`src/rtl/pc_sequencer_pkg.sv`:
```
// Shared constants for the next-PC sequencer: FSM state codes and default vectors.
package pc_seq_pkg;

   localparam logic [1:0] ST_RUN  = 2'd0;
   localparam logic [1:0] ST_TRAP = 2'd1;
   localparam logic [1:0] ST_HALT = 2'd2;

   localparam logic [31:0] DEF_RESET_VEC = 32'h0000_0000;
   localparam logic [31:0] DEF_TRAP_VEC  = 32'h0000_0080;
   localparam logic [31:0] DEF_STEP      = 32'h0000_0004;

endpackage

```
`src/rtl/pc_sequencer.sv`:
```
// Next-PC controller: picks the PC the register loads next from stall/jump/branch/trap/halt
// requests, and keeps the exception PC, pending-interrupt latch and run/trap/halt state.
module pc_sequencer
   import pc_seq_pkg::*;
#(
   parameter int            WL        = 32,
   parameter logic [WL-1:0] STEP      = WL'(DEF_STEP),
   parameter logic [WL-1:0] RESET_VEC = WL'(DEF_RESET_VEC),
   parameter logic [WL-1:0] TRAP_VEC  = WL'(DEF_TRAP_VEC)
) (
   input  logic          CLK,
   input  logic          RST,
   input  logic [WL-1:0] PC,
   input  logic          stall,
   input  logic          jump,
   input  logic [WL-1:0] jump_target,
   input  logic          branch_taken,
   input  logic [WL-1:0] branch_target,
   input  logic          irq,
   input  logic          eret,
   input  logic          halt_req,
   output logic [WL-1:0] nextPC,
   output logic [WL-1:0] epc,
   output logic          irq_ack,
   output logic [1:0]    state
);

   logic [WL-1:0] seq, norm, trap_epc;
   logic [1:0]    nxt_state;
   logic          pend, take_trap, intr;

   assign seq  = PC + STEP;
   assign norm = jump ? jump_target : (branch_taken ? branch_target : seq);
   assign intr = irq | pend;

   always_comb begin
      nextPC    = norm;
      nxt_state = state;
      take_trap = 1'b0;
      trap_epc  = norm;
      case (state)
         ST_TRAP: begin
            if (stall) begin
               nextPC = PC;
            end else if (eret) begin
               nextPC    = epc;
               nxt_state = ST_RUN;
            end else if (halt_req) begin
               nextPC    = PC;
               nxt_state = ST_HALT;
            end
         end
         ST_HALT: begin
            // Halted core wakes only on interrupt; it resumes after the halted instruction.
            nextPC = PC;
            if (intr) begin
               nextPC    = TRAP_VEC;
               nxt_state = ST_TRAP;
               take_trap = 1'b1;
               trap_epc  = seq;
            end
         end
         default: begin
            // RUN, and the unused code 3 which falls back to RUN.
            nxt_state = ST_RUN;
            if (stall) begin
               nextPC = PC;
            end else if (intr) begin
               nextPC    = TRAP_VEC;
               nxt_state = ST_TRAP;
               take_trap = 1'b1;
            end else if (halt_req) begin
               nextPC    = PC;
               nxt_state = ST_HALT;
            end
         end
      endcase
      if (RST) begin
         nextPC = RESET_VEC;
      end
   end

   always_ff @(posedge CLK) begin
      if (RST) begin
         state   <= ST_RUN;
         epc     <= '0;
         pend    <= 1'b0;
         irq_ack <= 1'b0;
      end else begin
         state   <= nxt_state;
         irq_ack <= take_trap;
         if (take_trap) begin
            epc  <= trap_epc;
            pend <= 1'b0;
         end else begin
            pend <= pend | irq;
         end
      end
   end

endmodule

```
`config.mk`:
```
export PLATFORM = sky130hd
export DESIGN_NAME = pc_sequencer
export DESIGN_NICKNAME = d
export VERILOG_FILES = /design/src/rtl/pc_sequencer_pkg.sv /design/src/rtl/pc_sequencer.sv
export SDC_FILE = /design/constraint.sdc
export NUM_CORES = 1
export LEC_CHECK = 0
export BUFFER_PORTS_ARGS = -buffer_cell sky130_fd_sc_hd__clkbuf_2
export CORE_AREA = 2 2 81 142
export DETAILED_ROUTE_END_ITERATION = 6
export DIE_AREA = 0 0 83 144
export GPL_TIMING_DRIVEN = 1
export PLACE_DENSITY = 0.78
export SYNTH_ARGS = -nofsm -noshare
export SYNTH_HDL_FRONTEND = slang
export SYNTH_SLANG_ARGS = --single-unit
```
`constraint.sdc`:
```
create_clock -name CLK -period 4 [get_ports CLK]
set_input_delay 0.8 -clock CLK [delete_from_list [all_inputs] [get_ports CLK]]
set_output_delay 0.8 -clock CLK [all_outputs]
set_load 0.01 [all_outputs]
```
Word level (Yosys, flattened, before mapping) --
Cells that the tools add are included.
Word-level totals: flip-flop bits (word level) 36, output and inout port bits 67
Operators by class: $add $sub $neg 1, equality and inequality tests 5, muxes and demuxes 23, bitwise gates (word level) 1, reductions and logical operators 2
Operators by type and width (number):
- $mux 32 | 11
- $pmux 32 s2 | 1
- $add 32x3->32 const B | 1
- $mux 2 | 7
- $ne 2x2->1 const B | 2
- $pmux 2 s2 | 1
- $ne 3x3->1 const B | 1
- $reduce_and 3->1 | 1
- $eq 2x1->1 const B | 1
- $eq 2x2->1 const B | 1
- $mux 1 | 2
- $pmux 1 s2 | 1
- $reduce_or 2->1 | 1
- $or 1x1->1 | 1

Longest topological paths before layout --
Gate-level depths: netlist (run 1).
depth after elaboration 8, gate-level depth with buffers 10, depth with buffers taken out 8

Worst setup path before layout (run 1) --
Ideal clock, no wire load.
path kind input-to-output, start input PC[2], end output nextPC[23], arrival 2754 ps, data required time 3200 ps, path slack 446 ps, stages 7, path buffers 1, cells stage by stage clkbuf_1 > nand3_1 > or3_4 > nor3_4 > mux2_2 > a221oi_1 > a2111oi_0
On the way: word-level cells in the longest chain between the ends 8, elaborated cells on any way between the ends 10
RTL lines:
- from (decl) | RTL line pc_sequencer.sv:13 | input logic [WL-1:0] PC,
- $add 32x3->32 * | RTL line pc_sequencer.sv:32 | assign seq = PC + STEP;
- $mux 32 * (2 in series) | RTL line pc_sequencer.sv:33 | assign norm = jump ? jump_target : (branch_taken ? branch_target : seq);
- $mux 32 * | RTL line pc_sequencer.sv:48, pc_sequencer.sv:72
- $mux 32, on equally long branches | RTL line pc_sequencer.sv:68, pc_sequencer.sv:45
- $mux 32, on equally long branches | RTL line pc_sequencer.sv:66, pc_sequencer.sv:43
- $pmux 32 s2 * | RTL line pc_sequencer.sv:41 | case (state)
- $mux 32 * | RTL line pc_sequencer.sv:78 | if (RST) begin
- to (decl) | RTL line pc_sequencer.sv:22 | output logic [WL-1:0] nextPC,
Mark *: on every way between the ends. The rest lies on a longest branch, timed or not.

Worst setup path after layout (run 1) --
start register state[0], end output nextPC[28]
On the way: word-level cells in the longest chain between the ends 3, elaborated cells on any way between the ends 4
RTL lines:
- from (decl) | RTL line pc_sequencer.sv:25 | output logic [1:0] state
- from (signal assigned) | RTL line pc_sequencer.sv:90 | state <= nxt_state;
- $eq 2x2->1 / $eq 2x1->1 (equally long branches) | RTL line pc_sequencer.sv:41
- $pmux 32 s2 * | RTL line pc_sequencer.sv:41
- $mux 32 * | RTL line pc_sequencer.sv:78
Marks and branches as above.

==> impl_metrics.toml, run 1 <==
[floorplan]
rows = 51
die_area_mm2 = 0.0120
io_pins = 171
die_h_um = 144
core_area_mm2 = 0.0109
start_util_pct = 48.8
die_w_um = 83

[power]
pwr-share-clk_pct = 21.1
p_leak_nw = 2.76
swShare_pct = 45.8
internal_power_mw = 1.08
combPwrFrac_pct = 54.4
powerDensity_mw_per_mm2 = 310
switching_power_mw = 0.912
p_total_mw = 1.99
pwr-share-seq_pct = 24.4
vdd_ir_drop_max_v = 0.000184

[routing]
post_drt_wl_per_cell_um = 21.9
ant_nets = 0
routed_via_density = 6.82
drt_first_pass_iters = 6
drc = 0
vias = 7445
drt_iter0_drc = 753
routed_wl_mm = 24.0

[yosys]
yosysTopAreaCellShare_pct = 13.5
synth_cell_types = 74
syn_inst = 811
synth_edf_count = 0
synth-seq-cells = 36
synth_nets = 918
synth_area_leader_cell = "dfxtp_1"
yosys_warnings = 0
avgSynthCellArea_um2 = 6.56
syn-cell-area_mm2 = 0.00532
ys_async_sr_fraction_pct = 0
synth_area_leaders = "dfxtp_1 (14%), a21oi_1 (9.4%), o21ai_0 (7.1%), nor2_1 (6.3%), nand2_1 (6.1%)"
synth-seq-area-share_pct = 13.5
synthFlopType = "dfxtp_1"

[worst_setup_path]
crit_start = "state[0]$_SDFFE_PP0P_"
critical_path.startpoint_type = "register"
reg2reg_to = "epc[20]$_SDFFE_PP0P_"
reg2reg_from = "state[0]$_SDFFE_PP0P_"
worstSetupEndpoint = "nextPC[28]"
critical_path_class = "register to primary output"
required_ps = 3200
worstPathArrival_ps = 3000
end_kind = "primary output"
r2r_slack_ps = 1390
critical_path_peak_fanout = 17
rr_worst_depth = 8

[clocking]
cts_buffer_depth = 2
holdBufCountCts = 0
cts_sinks = 36
cts-root-buf = "clkbuf_16"
htree_levels = 2
post-cts-setup-buffer-count = 0
clkSlewWorstSetupHoldPaths_ps = 60
cts_tree = "built"
clock_latency_ps = 290
cts_resized = 0
cts_buffers = 5

[place]
place.port_buffers = 170
gp_congestion = 1.02
dp_hpwl_mm = 17.6

[min_path]
hold_path_class = "register to register"

[grt]
grt_antenna_before_repair = 0
grt_max_degree = 38
grt_overflow_total = 0
grt_pass1_vias = 7042
grt_pass1_wl_mm = 36.7
grt_usage_pct = 38.2

[sta]
final_hold_viol_count = 0
period_share_pct = 95.1
fmax_ghz = 0.263
slew_viol_final = 0
finalClockSkew_ps = 3.60
slew_headroom_pct = 44.8
finalCriticalPeriod_ps = 3800
worst_pin_slew_ps = 828
rsz0062_at_grt = "no"
setup_tns_ps = 0
setup-violations-final = 0

[layout]
area_growth_pct = 20.5
n_antenna_cell = 0
drive_gt1_share_pct = 27.8
fin_nets = 1066

[run_status]
status = "completed"

[run]
cap_violations = 0
-- metrics by stage --
stage	util, %	cells	setup WS [ps]	area [µm²]	hold slack (ps)
detailed placement	57.5	1084	235	6270	465
floorplan	-	811	446	5320	479
finish	58.8	1092	196	6420	475
global placement	57.5	1084	282	6270	457
CTS	58.8	1092	235	6420	474
global route	58.8	1092	135	6420	503
-- power groups by stage --
stage          logic, mW  registers (mW)  clock network, mW
2_1_floorplan      0.653           0.498                  0
3_3_place_gp        1.04           0.491                  0
3_5_place_dp        1.05           0.491                  0
4_1_cts             1.05           0.483              0.421
5_1_grt             1.17           0.491              0.432
6_report            1.08           0.486              0.421
-- sequential cells by signal, indices dropped and copies added (netlist names) --
signal / cells
irq_ack: 1
epc: 32
state: 2
pend: 1
-- routing by layer --
layer / track usage (%) / vias to the layer above / share of wire [%]
met5: 0 / - / 0
met4: 31.2 / 0 / 8.3
met3: 8.96 / 155 / 11
met2: 64.5 / 572 / 48
met1: 40.5 / 3391 / 33
li1: - / 3327 / -
-- synthesized netlist by cell type, types with 6 or more instances --
cell	count
a221oi_1	16
clkbuf_8	18
o22ai_1	21
a21o_1	6
a31oi_1	10
o211ai_1	9
nand3_1	24
o21ai_0	75
nor3_1	23
a22oi_1	17
a211oi_1	14
xnor2_1	10
a221o_1	8
xor2_1	13
o221ai_1	10
nor4_1	10
nand2_1	86
nor2_1	89
nand2b_1	8
inv_1	11
and3_1	11
a21oi_1	100
o21a_1	10
clkbuf_1	62
dfxtp_1	36
or3_1	6
-- worst min-delay path by stage --
stage | cells past startpoint | end | start | slack [ps]
floorplan | 2 | epc[7]$_SDFFE_PP0P_ | epc[7]$_SDFFE_PP0P_ | 480
global placement | 2 | epc[7]$_SDFFE_PP0P_ | epc[7]$_SDFFE_PP0P_ | 460
CTS | 2 | epc[7]$_SDFFE_PP0P_ | epc[7]$_SDFFE_PP0P_ | 470
global route | 2 | epc[7]$_SDFFE_PP0P_ | epc[7]$_SDFFE_PP0P_ | 500
finish | 2 | epc[7]$_SDFFE_PP0P_ | epc[7]$_SDFFE_PP0P_ | 470
detailed placement | 2 | epc[7]$_SDFFE_PP0P_ | epc[7]$_SDFFE_PP0P_ | 470
-- cell usage in the layout, fill, tap and decap left out, types with 6 or more instances in the layout --
master | synthesis | final
nand3_1 | 24 | 24
nand2b_1 | 8 | 8
o211ai_1 | 9 | 9
a21oi_1 | 100 | 100
dfxtp_1 | 36 | 36
a22oi_1 | 17 | 17
nand2_1 | 86 | 86
nor3_1 | 23 | 23
nor2_1 | 89 | 89
a31oi_1 | 10 | 10
a221oi_1 | 16 | 16
xnor2_1 | 10 | 10
a211oi_1 | 14 | 14
o21ai_0 | 75 | 75
xor2_1 | 13 | 13
or3_1 | 6 | 6
o21a_1 | 10 | 10
a21o_1 | 6 | 6
a221o_1 | 8 | 8
nor4_1 | 10 | 10
inv_1 | 11 | 11
and3_1 | 11 | 11
buf_4 | 1 | 61
o221ai_1 | 10 | 10
o22ai_1 | 21 | 21
clkbuf_2 | 0 | 170
-- kinds of logic (layout without fill, tap and decap cells) --
kind of cell / count (synthesis) / after routing / share of synthesized area, %
and+or+nand+nor: 298 / 298 / 27.6
adders and majority gates: 3 / 3 / 0.705
AOI/OAI and AO/OA: 341 / 341 / 41.8
xor gates and xnor gates: 23 / 23 / 3.78
DFF: 36 / 36 / 13.5
muxes: 8 / 8 / 1.60
buffers and inverters: 102 / 251 / 10.9
-- worst max-delay path, cell delays in order, from the launching register on --
cell and delay (ps):
dfxtp_1 360, inv_1 70, ha_1 390, buf_4 240, inv_1 540, o21ai_0 200
a21oi_1 240, a21bo_2 250, o21ai_0 150, a21oi_1 130, clkbuf_2 150
-- layout make-up --
cell class	count	area, µm²
Inverter	12	45.0
Multi-Input combinational cell	673	4030
Sequential cell	36	721
Timing Repair Buffer	231	1310
Tap cell	132	165
Fill cell	1098	4500
Clock buffer	8	146
Power figures use the tool's default switching activity.
==> run 2, diff against run 1 <==
clock period = 3.56 ns   (was 4 ns; I/O delays follow)
==> run 2 against run 1 <==
  * Utilization increased by 1.1 points
  * Total power increased by 14%
  * Clock power increased by 15%
  * Largest cell class unchanged
  * Via count about the same
  * Final area increased by 1.9%
  * Worst setup slack got worse by 140 ps
==> impl_metrics.toml, run 2 (synthesized netlist as in run 1, its figures left out) <==
[run_status]
status = "completed"

[floorplan]
die_area_mm2 = 0.0120
start_util_pct = 48.8
rows = 51
die_h_um = 144
core_area_mm2 = 0.0109
die_w_um = 83
io_pins = 171

[layout]
area_growth_pct = 22.8
fin_nets = 1079
top_regs = "epc: 32 flops, state: 2 flops"
drive_gt1_share_pct = 29.0
finish.utilization_pct = 59.9
n_antenna_cell = 0
final_common_cell = "clkbuf_2"
largest_reg_flops = 32
top_register = "epc"
final_cell_mix = "clkbuf_2 (170), a21oi_1 (100), nor2_1 (89), nand2_1 (86), o21ai_0 (75)"
n_fill_cell = 1128
instances_no_fill = 1105

[clocking]
cts_sinks = 36
clkSlewWorstSetupHoldPaths_ps = 60
cts_tree = "built"
post-cts-setup-buffer-count = 0
cts_buffers = 5
cts_buffer_depth = 2
htree_levels = 2
clock_latency_ps = 300
cts-root-buf = "clkbuf_16"

[worst_setup_path]
critical_path_class = "input port to primary output"
worstPathArrival_ps = 2790
slowest_stage = "or3_4"
critical_path.startpoint_type = "input port"
end_kind = "primary output"
path_buf_inv = 2
path_cells = "clkbuf_2 -> nand4_1 -> or3_4 -> or3_4 -> o41ai_4 -> nand3_1 -> a311oi_1 -> clkbuf_2"
path_delay_family = "simple AND/OR/NAND/NOR gates"
critical_path.max_stage_delay_ps = 440
required_ps = 2850
critical_path_peak_fanout = 3

[sta]
slew_headroom_pct = 40.2
rsz0062_at_grt = "no"
finalCriticalPeriod_ps = 3500
timing.hold.ws_ps = 505
setup_tns_ps = 0
worst_pin_slew_ps = 894
fin_ws_ps = 55.2
final_hold_viol_count = 0
period_share_pct = 98.4
fmax_ghz = 0.285
setup-violations-final = 0
finalClockSkew_ps = 6.18
slew_viol_final = 0

[power]
switching_power_mw = 1.03
pwr-share-seq_pct = 24.2
powerDensity_mw_per_mm2 = 346
internal_power_mw = 1.23
pwr-share-clk_pct = 21.4
vdd_ir_drop_max_v = 0.000195
swShare_pct = 45.8
combPwrFrac_pct = 54.3
p_leak_nw = 2.83

[grt]
grt_pass1_wl_mm = 35.6
grt_antenna_before_repair = 0
grt_usage_pct = 37.3
grt_pass1_vias = 6826
grt_overflow_total = 0
grt_max_degree = 54

[routing]
post_drt_wl_per_cell_um = 21.5
vias = 7451
routed_via_density = 6.74
drc = 0
drt_iter0_drc = 1044
routed_wl_mm = 23.8
ant_nets = 0
drt_first_pass_iters = 6

[place]
gp_congestion = 1.03
dp_hpwl_mm = 17.7
dp_cells = 1097
pre_cts_slack_ps = 96.1
place.port_buffers = 170

[min_path]
hold_path_class = "register to register"

[run]
cap_violations = 0
[run 2: routing by layer]
metal,wire length [µm],share of wire (%),global-route usage [%],vias up
li1,-,-,-,3358
met5,0,0,0,-
met3,2240,9.4,4.17,140
met1,8150,34,40.9,3413
met4,1760,7.4,27.0,0
met2,11600,49,66.3,540
[run 2: final timing paths]
| kind | slack [ps] | end | cells past startpoint | startpoint |
|---|---|---|---|---|
| worst max-delay path | 60 | nextPC[26] | 8 | PC[10] |
| worst max register to register | 1200 | epc[5]$_SDFFE_PP0P_ | 7 | state[0]$_SDFFE_PP0P_ |
| worst min-delay path | 510 | epc[16]$_SDFFE_PP0P_ | 2 | epc[16]$_SDFFE_PP0P_ |
| worst min register to register | 510 | epc[16]$_SDFFE_PP0P_ | 2 | epc[16]$_SDFFE_PP0P_ |
[run 2: power groups by stage]
stage                     registers [mW]  clock network, mW  logic (mW)
after floorplan                    0.559                  0       0.734
after global placement             0.555                  0        1.18
after detailed placement           0.554                  0        1.19
after CTS                          0.545              0.478        1.20
after global routing               0.555              0.496        1.31
final                              0.548              0.485        1.23
[run 2: per-stage QoR]
stage,total power [mW],cell area [µm²]
6_report,2.26,6540
5_1_grt,2.36,6540
2_1_floorplan,1.29,5320
3_3_place_gp,1.73,6380
4_1_cts,2.22,6530
3_5_place_dp,1.75,6380
[run 2: cell type report]
class / instances / area, µm² / share of cell area [%]
Multi-Input combinational cell: 673 / 4040 / 61.8
Timing Repair Buffer: 244 / 1420 / 21.7
Sequential cell: 36 / 721 / 11.0
Tap cell: 132 / 165 / 2.53
Clock buffer: 8 / 146 / 2.24
Inverter: 12 / 45.0 / 0.689
[run 2: worst register-to-register path, cell delays in order, from the launching register on]
cell,delay [ps]
dfxtp_1,360
inv_1,70
ha_1,390
buf_4,310
nand2_1,110
o211a_1,140
nor2_1,680
a22o_1,260
[run 2: repair_timing]
action                     4_1_cts  5_1_grt
hold buffers                     0        0
setup endpoints to repair        0        2
resized for setup                0        2
==> run 3, diff against run 2 <==
CORE_AREA = 2 2 81 141   (was 2 2 81 142)
DIE_AREA = 0 0 83 143   (was 0 0 83 144)
==> run 3 against run 2 <==
  * Non-clock buffer count grew 18
  * Clock power increased by 3%
  * Sequential share of layout area is 0.31 points lower
  * Critical path depth stayed put
  * Largest power group unchanged
==> impl_metrics.toml, run 3 (synthesized netlist as in run 1, its figures left out) <==
[run_status]
status = "completed"

[min_path]
hold_path_depth = 2
hold_end = "epc[12]$_SDFFE_PP0P_"
worstHoldStart = "epc[12]$_SDFFE_PP0P_"
hold_path_class = "register to register"

[sta]
fin_ws_ps = 53.6
setup_tns_ps = 0
period_share_pct = 98.5
rsz0062_at_grt = "yes"
fmax_ghz = 0.285
slew_headroom_pct = 49.0
slew_viol_final = 0
final_hold_viol_count = 0
worst_pin_slew_ps = 762
finalClockSkew_ps = 4.19
setup-violations-final = 0
finalCriticalPeriod_ps = 3510

[worst_setup_path]
critical_path_class = "input port to primary output"
critical_path_peak_fanout = 4
rr_worst_depth = 8
worstPathArrival_ps = 2790
path_delay_family = "simple AND/OR/NAND/NOR gates"
critical_path.startpoint_type = "input port"
end_kind = "primary output"
r2r_slack_ps = 1090
path_cells = "clkbuf_2 -> nand4_1 -> or3_4 -> or3_4 -> o41ai_4 -> nand3_1 -> a311oi_2 -> clkbuf_2"
required_ps = 2850
reg2reg_to = "epc[5]$_SDFFE_PP0P_"
critical_path.max_stage_delay_ps = 450
slowest_stage = "or3_4"
path_buf_inv = 2
reg2reg_from = "state[0]$_SDFFE_PP0P_"

[grt]
busiest_layer = "met2"
use_met2_pct = 65.5
grtUsageMet3_pct = 6.94
grt_pass1_vias = 7329
grt_max_degree = 47
grt_overflow_total = 0
grt_antenna_before_repair = 0
grt_usage_pct = 39.2
grtUsageMet1_pct = 41.8
grt_pass1_wl_mm = 37.2

[routing]
drt_iter0_drc = 871
routed_wl_mm = 24.5
drc = 0
vias = 7689
routed_via_density = 6.87
post_drt_wl_per_cell_um = 21.9
ant_nets = 0
drt_first_pass_iters = 7

[clocking]
cts-root-buf = "clkbuf_16"
cts_tree = "built"
cts_sinks = 36
cts_buffers = 5
htree_levels = 2
holdBufCountCts = 0
clock_latency_ps = 290
cts_buffer_depth = 2
clkSlewWorstSetupHoldPaths_ps = 60

[floorplan]
core_area_mm2 = 0.0107
die_area_mm2 = 0.0119
io_pins = 171
die_h_um = 143
die_w_um = 83
rows = 50
start_util_pct = 49.8

[layout]
top_register = "epc"
final_cell_mix = "clkbuf_2 (170), a21oi_1 (100), nor2_1 (89), buf_4 (88), nand2_1 (86)"
n_antenna_cell = 0
top_regs = "epc: 32 flops, state: 2 flops"
drive_gt1_share_pct = 30.6
final_common_cell = "clkbuf_2"
fin_nets = 1097
largest_reg_flops = 32
area_growth_pct = 26.4

[power]
powerDensity_mw_per_mm2 = 345
p_leak_nw = 2.95
vdd_ir_drop_max_v = 0.000212

[run]
cap_violations = 0

[place]
dp_hpwl_mm = 18.2
pre_cts_slack_ps = 48.3
gp_congestion = 1.04
place.port_buffers = 170
==> run 3: stage by stage <==
stage / util [%] / cells / power [mW] / hold slack [ps] / instance area (µm²)
floorplan: - / 811 / 1.29 / 479 / 5320
global placement: 61.2 / 1113 / 1.77 / 474 / 6550
detailed placement: 61.2 / 1113 / 1.78 / 472 / 6550
CTS: 62.7 / 1120 / 2.28 / 480 / 6700
global route: 62.9 / 1120 / 2.42 / 496 / 6730
finish: 62.9 / 1120 / 2.32 / 483 / 6730
==> run 3: where the power goes <==
group,internal [mW],switching (mW),leakage [nW]
combinational,0.503,0.779,2.57
clock,0.295,0.203,0.0760
sequential,0.471,0.0692,0.297
total,1.27,1.05,2.95
==> run 3: what timing repair did <==
action,4_1_cts,5_1_grt
setup endpoints to repair,0,4
gates resized for setup,0,5
buffers inserted,0,0
==> run 3: cell type report <==
type / instances / area, µm²
Fill cell: 1073 / 3970
Tap cell: 130 / 163
Multi-Input combinational cell: 673 / 4060
Inverter: 12 / 45.0
Timing Repair Buffer: 262 / 1590
Clock buffer: 7 / 153
Sequential cell: 36 / 721
==> run 3: worst max-delay path by stage <==
| stage | to | start | slack, ps | cells after the start |
|---|---|---|---|---|
| 2_1_floorplan | nextPC[23] | PC[2] | 180 | 7 |
| 3_3_place_gp | nextPC[26] | PC[9] | 50 | 8 |
| 3_5_place_dp | nextPC[26] | PC[9] | 50 | 8 |
| 4_1_cts | nextPC[26] | PC[9] | 40 | 8 |
| 5_1_grt | nextPC[26] | PC[9] | -20 | 9 |
| 6_report | nextPC[26] | PC[9] | 50 | 8 |
==> run 3: worst reg2reg max path, cell delays in order (launching register included) <==
cell     delay, ps
dfxtp_1        360
inv_1           70
ha_1           390
buf_4          290
nand2_1        110
o211a_1        130
buf_4          210
nor2_1         610
a22o_1         250
==> run 3: layer usage <==
metal / share of wire [%] / up-vias
met5: 0 / -
met4: 9.8 / 0
met3: 11 / 209
met2: 46 / 640
met1: 33 / 3454
li1: - / 3386
